<file path="config.mk">
export PLATFORM = sky130hd
export DESIGN_NAME = uart_baud_gen_flat
export DESIGN_NICKNAME = d
export VERILOG_FILES = /design/src/rtl/uart_pkg.sv /design/src/rtl/uart_baud_gen_if.sv /design/src/rtl/uart_frac_acc.sv /design/src/rtl/uart_baud_gen.sv /design/src/flat_wrapper.sv
export SDC_FILE = /design/constraint.sdc
export NUM_CORES = 1
export LEC_CHECK = 0
export BUFFER_PORTS_ARGS = -buffer_cell sky130_fd_sc_hd__clkbuf_2
export CAP_MARGIN = 0
export CELL_PAD_IN_SITES_DETAIL_PLACEMENT = 1
export CELL_PAD_IN_SITES_GLOBAL_PLACEMENT = 2
export CORE_ASPECT_RATIO = 0.5
export CORE_MARGIN = 10
export CORE_UTILIZATION = 33
export DETAILED_ROUTE_END_ITERATION = 6
export GPL_TIMING_DRIVEN = 0
export PLACE_DENSITY_LB_ADDON = 0.1
export SYNTH_ARGS = -nofsm -noshare
export SYNTH_HDL_FRONTEND = slang
export SYNTH_HIERARCHICAL = 1
export SYNTH_SLANG_ARGS = --single-unit
export TNS_END_PERCENT = 10
</file>
<file path="constraint.sdc">
create_clock -name i_clk -period 2.5 [get_ports i_clk]
set_clock_uncertainty 0.1 [all_clocks]
set_input_delay 0.5 -clock i_clk [delete_from_list [all_inputs] [get_ports i_clk]]
set_output_delay 0.5 -clock i_clk [all_outputs]
set_load 0.1 [all_outputs]
</file>
<file path="src/rtl/uart_pkg.sv">
// Shared UART types and constants used by the baud generator and its bench.
package uart_pkg;

  typedef struct packed {
    logic [15:0] div;
    logic [3:0]  frac;
  } baud_cfg_t;

  localparam int unsigned UART_MIN_DIV = 2;

endpackage

</file>
<file path="src/rtl/uart_baud_gen_if.sv">
// Control and timing-strobe bundle between a UART datapath (master) and the baud generator (slave).
interface uart_baud_gen_if #(
  parameter int unsigned CntWidth   = 16,
  parameter int unsigned OverSample = 16,
  parameter int unsigned FracBits   = 4
);
  localparam int unsigned IdxWidth = $clog2(OverSample);

  logic                i_en;
  logic                i_restart;
  logic [CntWidth-1:0] i_div;
  logic [FracBits-1:0] i_frac;
  logic                o_os_tick;
  logic                o_mid;
  logic                o_bit;
  logic [IdxWidth-1:0] o_os_idx;
  logic                o_cfg_err;

  modport master (
    output i_en, i_restart, i_div, i_frac,
    input  o_os_tick, o_mid, o_bit, o_os_idx, o_cfg_err
  );

  modport slave (
    input  i_en, i_restart, i_div, i_frac,
    output o_os_tick, o_mid, o_bit, o_os_idx, o_cfg_err
  );

endinterface

</file>
<file path="src/rtl/uart_frac_acc.sv">
// Fractional divisor accumulator: adds i_frac at each prescale wrap and holds the
// carry-out so the following prescale period is stretched by one clock.
module uart_frac_acc #(
  parameter int unsigned FracBits = 4
) (
  input  logic                i_clk,
  input  logic                i_rst_n,
  input  logic                i_clr,
  input  logic                i_step,
  input  logic [FracBits-1:0] i_frac,
  output logic                o_carry
);

  logic [FracBits-1:0] r_acc;
  logic                r_carry;
  logic [FracBits:0]   w_sum;

  assign w_sum = {1'b0, r_acc} + {1'b0, i_frac};

  always_ff @(posedge i_clk or negedge i_rst_n) begin
    if (!i_rst_n) begin
      r_acc   <= '0;
      r_carry <= 1'b0;
    end else if (i_clr) begin
      r_acc   <= '0;
      r_carry <= 1'b0;
    end else if (i_step) begin
      r_acc   <= w_sum[FracBits-1:0];
      r_carry <= w_sum[FracBits];
    end
  end

  assign o_carry = r_carry;

endmodule

</file>
<file path="src/rtl/uart_baud_gen.sv">
// Baud/oversample timing generator with registered tick, mid-bit and end-of-bit strobes.
// Define UART_BAUDGEN_FRAC_EN to enable the fractional divisor (uart_frac_acc).
module uart_baud_gen
  import uart_pkg::*;
#(
  parameter int unsigned CntWidth   = 16,
  parameter int unsigned OverSample = 16,
  parameter int unsigned FracBits   = 4
) (
  input  logic           i_clk,
  input  logic           i_rst_n,
  uart_baud_gen_if.slave bus
);

  localparam int unsigned IdxWidth = $clog2(OverSample);
  localparam logic [CntWidth-1:0] MinDiv  = CntWidth'(UART_MIN_DIV);
  localparam logic [IdxWidth-1:0] IdxMid  = IdxWidth'(OverSample / 2 - 1);
  localparam logic [IdxWidth-1:0] IdxLast = IdxWidth'(OverSample - 1);

  typedef logic [CntWidth:0] ext_t;

  logic [CntWidth-1:0] r_pc;
  logic [CntWidth-1:0] r_div_q;
  logic [IdxWidth-1:0] r_os_idx;
  logic                r_os_tick;
  logic                r_mid;
  logic                r_bit;
  logic                r_cfg_err;

  logic                w_div_low;
  logic [CntWidth-1:0] w_div_ld;
  logic                w_carry;
  logic                w_last;
  logic                w_wrap;
  logic [IdxWidth-1:0] w_idx_nxt;

  assign w_div_low = (bus.i_div < MinDiv);
  assign w_div_ld  = w_div_low ? MinDiv : bus.i_div;

  // Compared one bit wider so div_q + carry cannot overflow at the top of the range.
  assign w_last    = (ext_t'(r_pc) + ext_t'(1)) == (ext_t'(r_div_q) + ext_t'(w_carry));
  assign w_wrap    = bus.i_en & ~bus.i_restart & w_last;
  assign w_idx_nxt = (r_os_idx == IdxLast) ? '0 : r_os_idx + IdxWidth'(1);

`ifdef UART_BAUDGEN_FRAC_EN
  uart_frac_acc #(
    .FracBits (FracBits)
  ) u_frac_acc (
    .i_clk   (i_clk),
    .i_rst_n (i_rst_n),
    .i_clr   (bus.i_restart),
    .i_step  (w_wrap),
    .i_frac  (bus.i_frac),
    .o_carry (w_carry)
  );
`else
  assign w_carry = 1'b0;
`endif

  // NOTE: all state here uses non-blocking assignments so every register samples
  // pre-edge values; blocking would make r_mid/r_bit see a half-updated r_os_idx.
  always_ff @(posedge i_clk or negedge i_rst_n) begin
    if (!i_rst_n) begin
      r_pc      <= '0;
      r_div_q   <= MinDiv;
      r_os_idx  <= '0;
      r_os_tick <= 1'b0;
      r_mid     <= 1'b0;
      r_bit     <= 1'b0;
      r_cfg_err <= 1'b0;
    end else if (bus.i_restart) begin
      r_pc      <= '0;
      r_div_q   <= w_div_ld;
      r_os_idx  <= '0;
      r_os_tick <= 1'b0;
      r_mid     <= 1'b0;
      r_bit     <= 1'b0;
      if (w_div_low) r_cfg_err <= 1'b1;
    end else if (w_wrap) begin
      // Divisor is only sampled here so a mid-period change waits for the next period.
      r_pc      <= '0;
      r_div_q   <= w_div_ld;
      r_os_idx  <= w_idx_nxt;
      r_os_tick <= 1'b1;
      r_mid     <= (w_idx_nxt == IdxMid);
      r_bit     <= (w_idx_nxt == IdxLast);
      if (w_div_low) r_cfg_err <= 1'b1;
    end else begin
      if (bus.i_en) r_pc <= r_pc + CntWidth'(1);
      r_os_tick <= 1'b0;
      r_mid     <= 1'b0;
      r_bit     <= 1'b0;
    end
  end

  assign bus.o_os_tick = r_os_tick;
  assign bus.o_mid     = r_mid;
  assign bus.o_bit     = r_bit;
  assign bus.o_os_idx  = r_os_idx;
  assign bus.o_cfg_err = r_cfg_err;

endmodule

</file>
<file path="src/flat_wrapper.sv">
// flat-port wrapper written by rule: the top's interface ports become plain ports
module uart_baud_gen_flat import uart_pkg::*;
#(
  parameter int unsigned CntWidth   = 16,
  parameter int unsigned OverSample = 16,
  parameter int unsigned FracBits   = 4
)
  (i_clk, i_rst_n, bus_i_en, bus_i_restart, bus_i_div, bus_i_frac, bus_o_os_tick, bus_o_mid, bus_o_bit, bus_o_os_idx, bus_o_cfg_err);
  uart_baud_gen_if #(.CntWidth(CntWidth), .OverSample(OverSample), .FracBits(FracBits)) bus_i ();
  input  logic i_clk;
  input  logic i_rst_n;
  input wire logic [$bits(bus_i.i_en)-1:0] bus_i_en;
  input wire logic [$bits(bus_i.i_restart)-1:0] bus_i_restart;
  input wire logic [$bits(bus_i.i_div)-1:0] bus_i_div;
  input wire logic [$bits(bus_i.i_frac)-1:0] bus_i_frac;
  output wire logic [$bits(bus_i.o_os_tick)-1:0] bus_o_os_tick;
  output wire logic [$bits(bus_i.o_mid)-1:0] bus_o_mid;
  output wire logic [$bits(bus_i.o_bit)-1:0] bus_o_bit;
  output wire logic [$bits(bus_i.o_os_idx)-1:0] bus_o_os_idx;
  output wire logic [$bits(bus_i.o_cfg_err)-1:0] bus_o_cfg_err;
  assign bus_i.i_en = bus_i_en;
  assign bus_i.i_restart = bus_i_restart;
  assign bus_i.i_div = bus_i_div;
  assign bus_i.i_frac = bus_i_frac;
  assign bus_o_os_tick = bus_i.o_os_tick;
  assign bus_o_mid = bus_i.o_mid;
  assign bus_o_bit = bus_i.o_bit;
  assign bus_o_os_idx = bus_i.o_os_idx;
  assign bus_o_cfg_err = bus_i.o_cfg_err;
  uart_baud_gen #(.CntWidth(CntWidth), .OverSample(OverSample), .FracBits(FracBits)) u_core (.i_clk(i_clk), .i_rst_n(i_rst_n), .bus(bus_i));
endmodule
</file>
==> metrics <==
run status=finished, violations left; violated checks=negative setup slack; first-pass GRT wire length=11.74 mm; commonest non-fill, non-tap cells in the layout=dfrtp_1, clkbuf_2, nand3_1, buf_4, o21ai_0; sequential share of power=41.9%; initial drt markers=99; Pwr Density=516.5 nW/µm²; DRC=0; # diodes=0; Nets=330; TritonCTS buffer count=5; Die X=142.1 µm; Ys Warns=6; Peak supply drop=0.0002617 V; drt wl/cell=18.25 µm; Final Hold Viols=0; Distinct cells, synth=50; R2R setup slack=-260 ps; Core Rows=22; unrepaired setup endpoints after global routing=yes; global route overflow=0; Sw Pwr=385.3 µW; Worst R2R Start=u_core/r_pc[0]; clk sinks=40; period utilisation layout=110.3%; Die Ht=81.05 µm; Tightest Pin Transition=1058 ps; Via-to-Cell Ratio=5.208; post-synthesis sequential area ratio=40.74%; Synth Cell Area=2460 µm²; placed inst area=2743 µm²; Port Buf Inserts=26; commonest non-fill, non-tap cell in the layout=dfrtp_1; HPWL Detailed=5.148 mm; Min-Delay Path Class=input pin to async pin; vias in the first global route=2259; antenna viol nets, final=0; layout cells sized above 1=35.53%; Required @ worst endpoint=2560 ps; reg2reg end=u_core/r_div_q[13]; clock buffer depth=2; Pint=1.296 mW; Comb power frac=11.2%; hold slack=287.1 ps; Clk pwr share=46.9%; WL final=7.298 mm; CTS tree=yes; first-pass iteration count of the detailed router=4; Post-Syn Instances=253; Avg Cell Area, Syn=9.723 µm²; FF-to-FF path depth=10; Final setup viols=30; dpl ws=-692.9 ps; clk slew on worst S/H paths=60 ps; initial core utilization=33.72%; core footprint=7295 µm²; Max Freq=0.3627 GHz; CP arrival=2820 ps; Yosys reg bits=40; Rel. slew slack=29.43%; leakage power=1.358 nW; final worst path period need=2757 ps; clk_lat worst skew=290 ps; Finished Cell Area=3256 µm²; antenna violations before repair=0; fin util=44.63%; Worst Setup Start Kind=flop; pin count of the biggest net entering global routing=41; syn nets=280; I/O Pins=32; Area growth, synth to finish=32.35%; GP Congestion=0.7710; # fillers=799; root buf cell=clkbuf_16; DIE AREA=11520 µm²; total of max-cap violations=0; Net Sw Frac=22.91%; DR vias=2083; worst-path maximum fanout=10; Final WS setup=-257.4 ps; WS Path Type=flop to flop; GRT Total Usage=12.87%; CP endpoint kind=flop; Slew Limit Fails=0; Max H-tree Level=2
## worst max-delay path, stage by stage (launching register included)
cell and delay [ps]:
dfrtp_2 400, ha_4 190, nand3_4 150, nor4_4 370
xnor2_2 130, nor4_4 330, o2111ai_4 180, and2b_1 210
buf_6 120, buf_12 140, mux2_4 290
## layer usage
metal	global-route usage [%]	routed length (µm)	vias up
met5	0	0	-
met4	2.738	58	0
met3	3.551	205	7
met2	20.26	3317	19
met1	17.36	3716	1051
li1	-	-	1006
## sequential cells by signal, indices dropped and copies added, names as in the netlist
signal and count:
u_core/bus.o_bit 1, u_core/bus.o_cfg_err 1, u_core/bus.o_mid 1, u_core/bus.o_os_idx 4, u_core/bus.o_os_tick 1, u_core/r_div_q 16, u_core/r_pc 16
## worst max-delay path by stage
stage / to / slack (ps) / from / depth (start not counted)
4_1_cts: u_core/bus.o_os_idx[2] / -340 / u_core/r_pc[1] / 10
6_report: u_core/r_div_q[13] / -260 / u_core/r_pc[0] / 10
5_1_grt: u_core/r_div_q[7] / -390 / u_core/r_pc[0] / 10
3_3_place_gp: u_core/r_div_q[9] / -620 / u_core/r_pc[1] / 10
2_1_floorplan: u_core/r_div_q[10] / -120 / u_core/r_pc[1] / 10
3_5_place_dp: u_core/r_div_q[9] / -690 / u_core/r_pc[1] / 10
## cells by family (layout without fill, tap and decap cells)
kind of cell,Yosys count,count (layout),share of synthesized area (%)
AND/OR/NAND/NOR,105,105,25.18
AO/OA/AOI/OAI,40,40,9.715
flip-flops,40,40,40.74
XOR/XNOR,24,24,9.105
buffers and inverters,23,74,4.527
multiplexers,18,18,9.207
adder cells (fa/ha/maj),3,3,1.526
## area by class of cell
class	count	area, µm²	area share, %
clock inverter	1	30.03	0.9224
sequential	40	1010	31.01
timing repair buffer	44	285.3	8.763
tap	96	120.1	3.689
multi-input combinational	190	1514	46.50
buffer	13	106.4	3.267
inverter	9	37.54	1.153
clock buffer	7	152.6	4.689
## cell usage after synthesis (all sizes together)
cell type | count | area [µm²]
dfrtp | 39 | 975.9
nand3 | 17 | 90.09
mux2 | 16 | 206.5
o21ai | 15 | 75.07
a21oi | 13 | 65.06
nor2 | 13 | 48.80
xnor2 | 13 | 113.9
nand2 | 12 | 45.04
nor3 | 11 | 55.05
xor2 | 10 | 87.58
inv | 9 | 33.78
clkbuf | 8 | 31.28
nand4 | 8 | 50.05
nor4 | 8 | 77.57
nor2b | 7 | 43.79
buf | 6 | 46.29
nand2b | 5 | 31.28
nand3b | 5 | 37.54
and3 | 3 | 18.77
ha | 3 | 37.54
nor3b | 3 | 22.52
or3 | 3 | 18.77
a31oi | 2 | 12.51
and2 | 2 | 12.51
and3b | 2 | 17.52
mux2i | 2 | 20.02
o21bai | 2 | 15.01
a21o | 1 | 7.510
a221oi | 1 | 8.760
a2bb2oi | 1 | 8.760
a311oi | 1 | 8.760
and2b | 1 | 7.510
and4 | 1 | 8.760
dfstp | 1 | 26.28
nand4b | 1 | 8.760
nor4b | 1 | 8.760
o2111ai | 1 | 15.01
o211ai | 1 | 7.510
o22ai | 1 | 6.260
o31a | 1 | 8.760
or3b | 1 | 8.760
or4 | 1 | 7.510
xnor3 | 1 | 22.52
## power by group through the flow
stage          Combinational (mW)  Clock (mW)  Sequential (mW)
2_1_floorplan               0.111           0            0.709
3_3_place_gp                0.161           0            0.718
3_5_place_dp                0.166           0            0.718
4_1_cts                     0.185       0.808            0.704
5_1_grt                     0.207       0.840            0.707
6_report                    0.189       0.789            0.704
## timing repair
item | in CTS | in global routing
setup endpoints to repair | 40 | 40
pin swaps | 6 | 17
gates resized for setup | 18 | 26
setup buffers | 9 | 9
gates cloned | 0 | 0
hold buffers | 0 | 0
## metrics by stage
step	cells	setup TNS, ps	power (mW)
after global routing	400	-10740	1.755
final	400	-4670	1.682
after detailed placement	375	-21090	0.8846
after global placement	375	-18350	0.8787
after floorplan	253	-978.9	0.8192
after CTS	391	-9889	1.697
No activity file was read; power rests on OpenSTA's default activity.
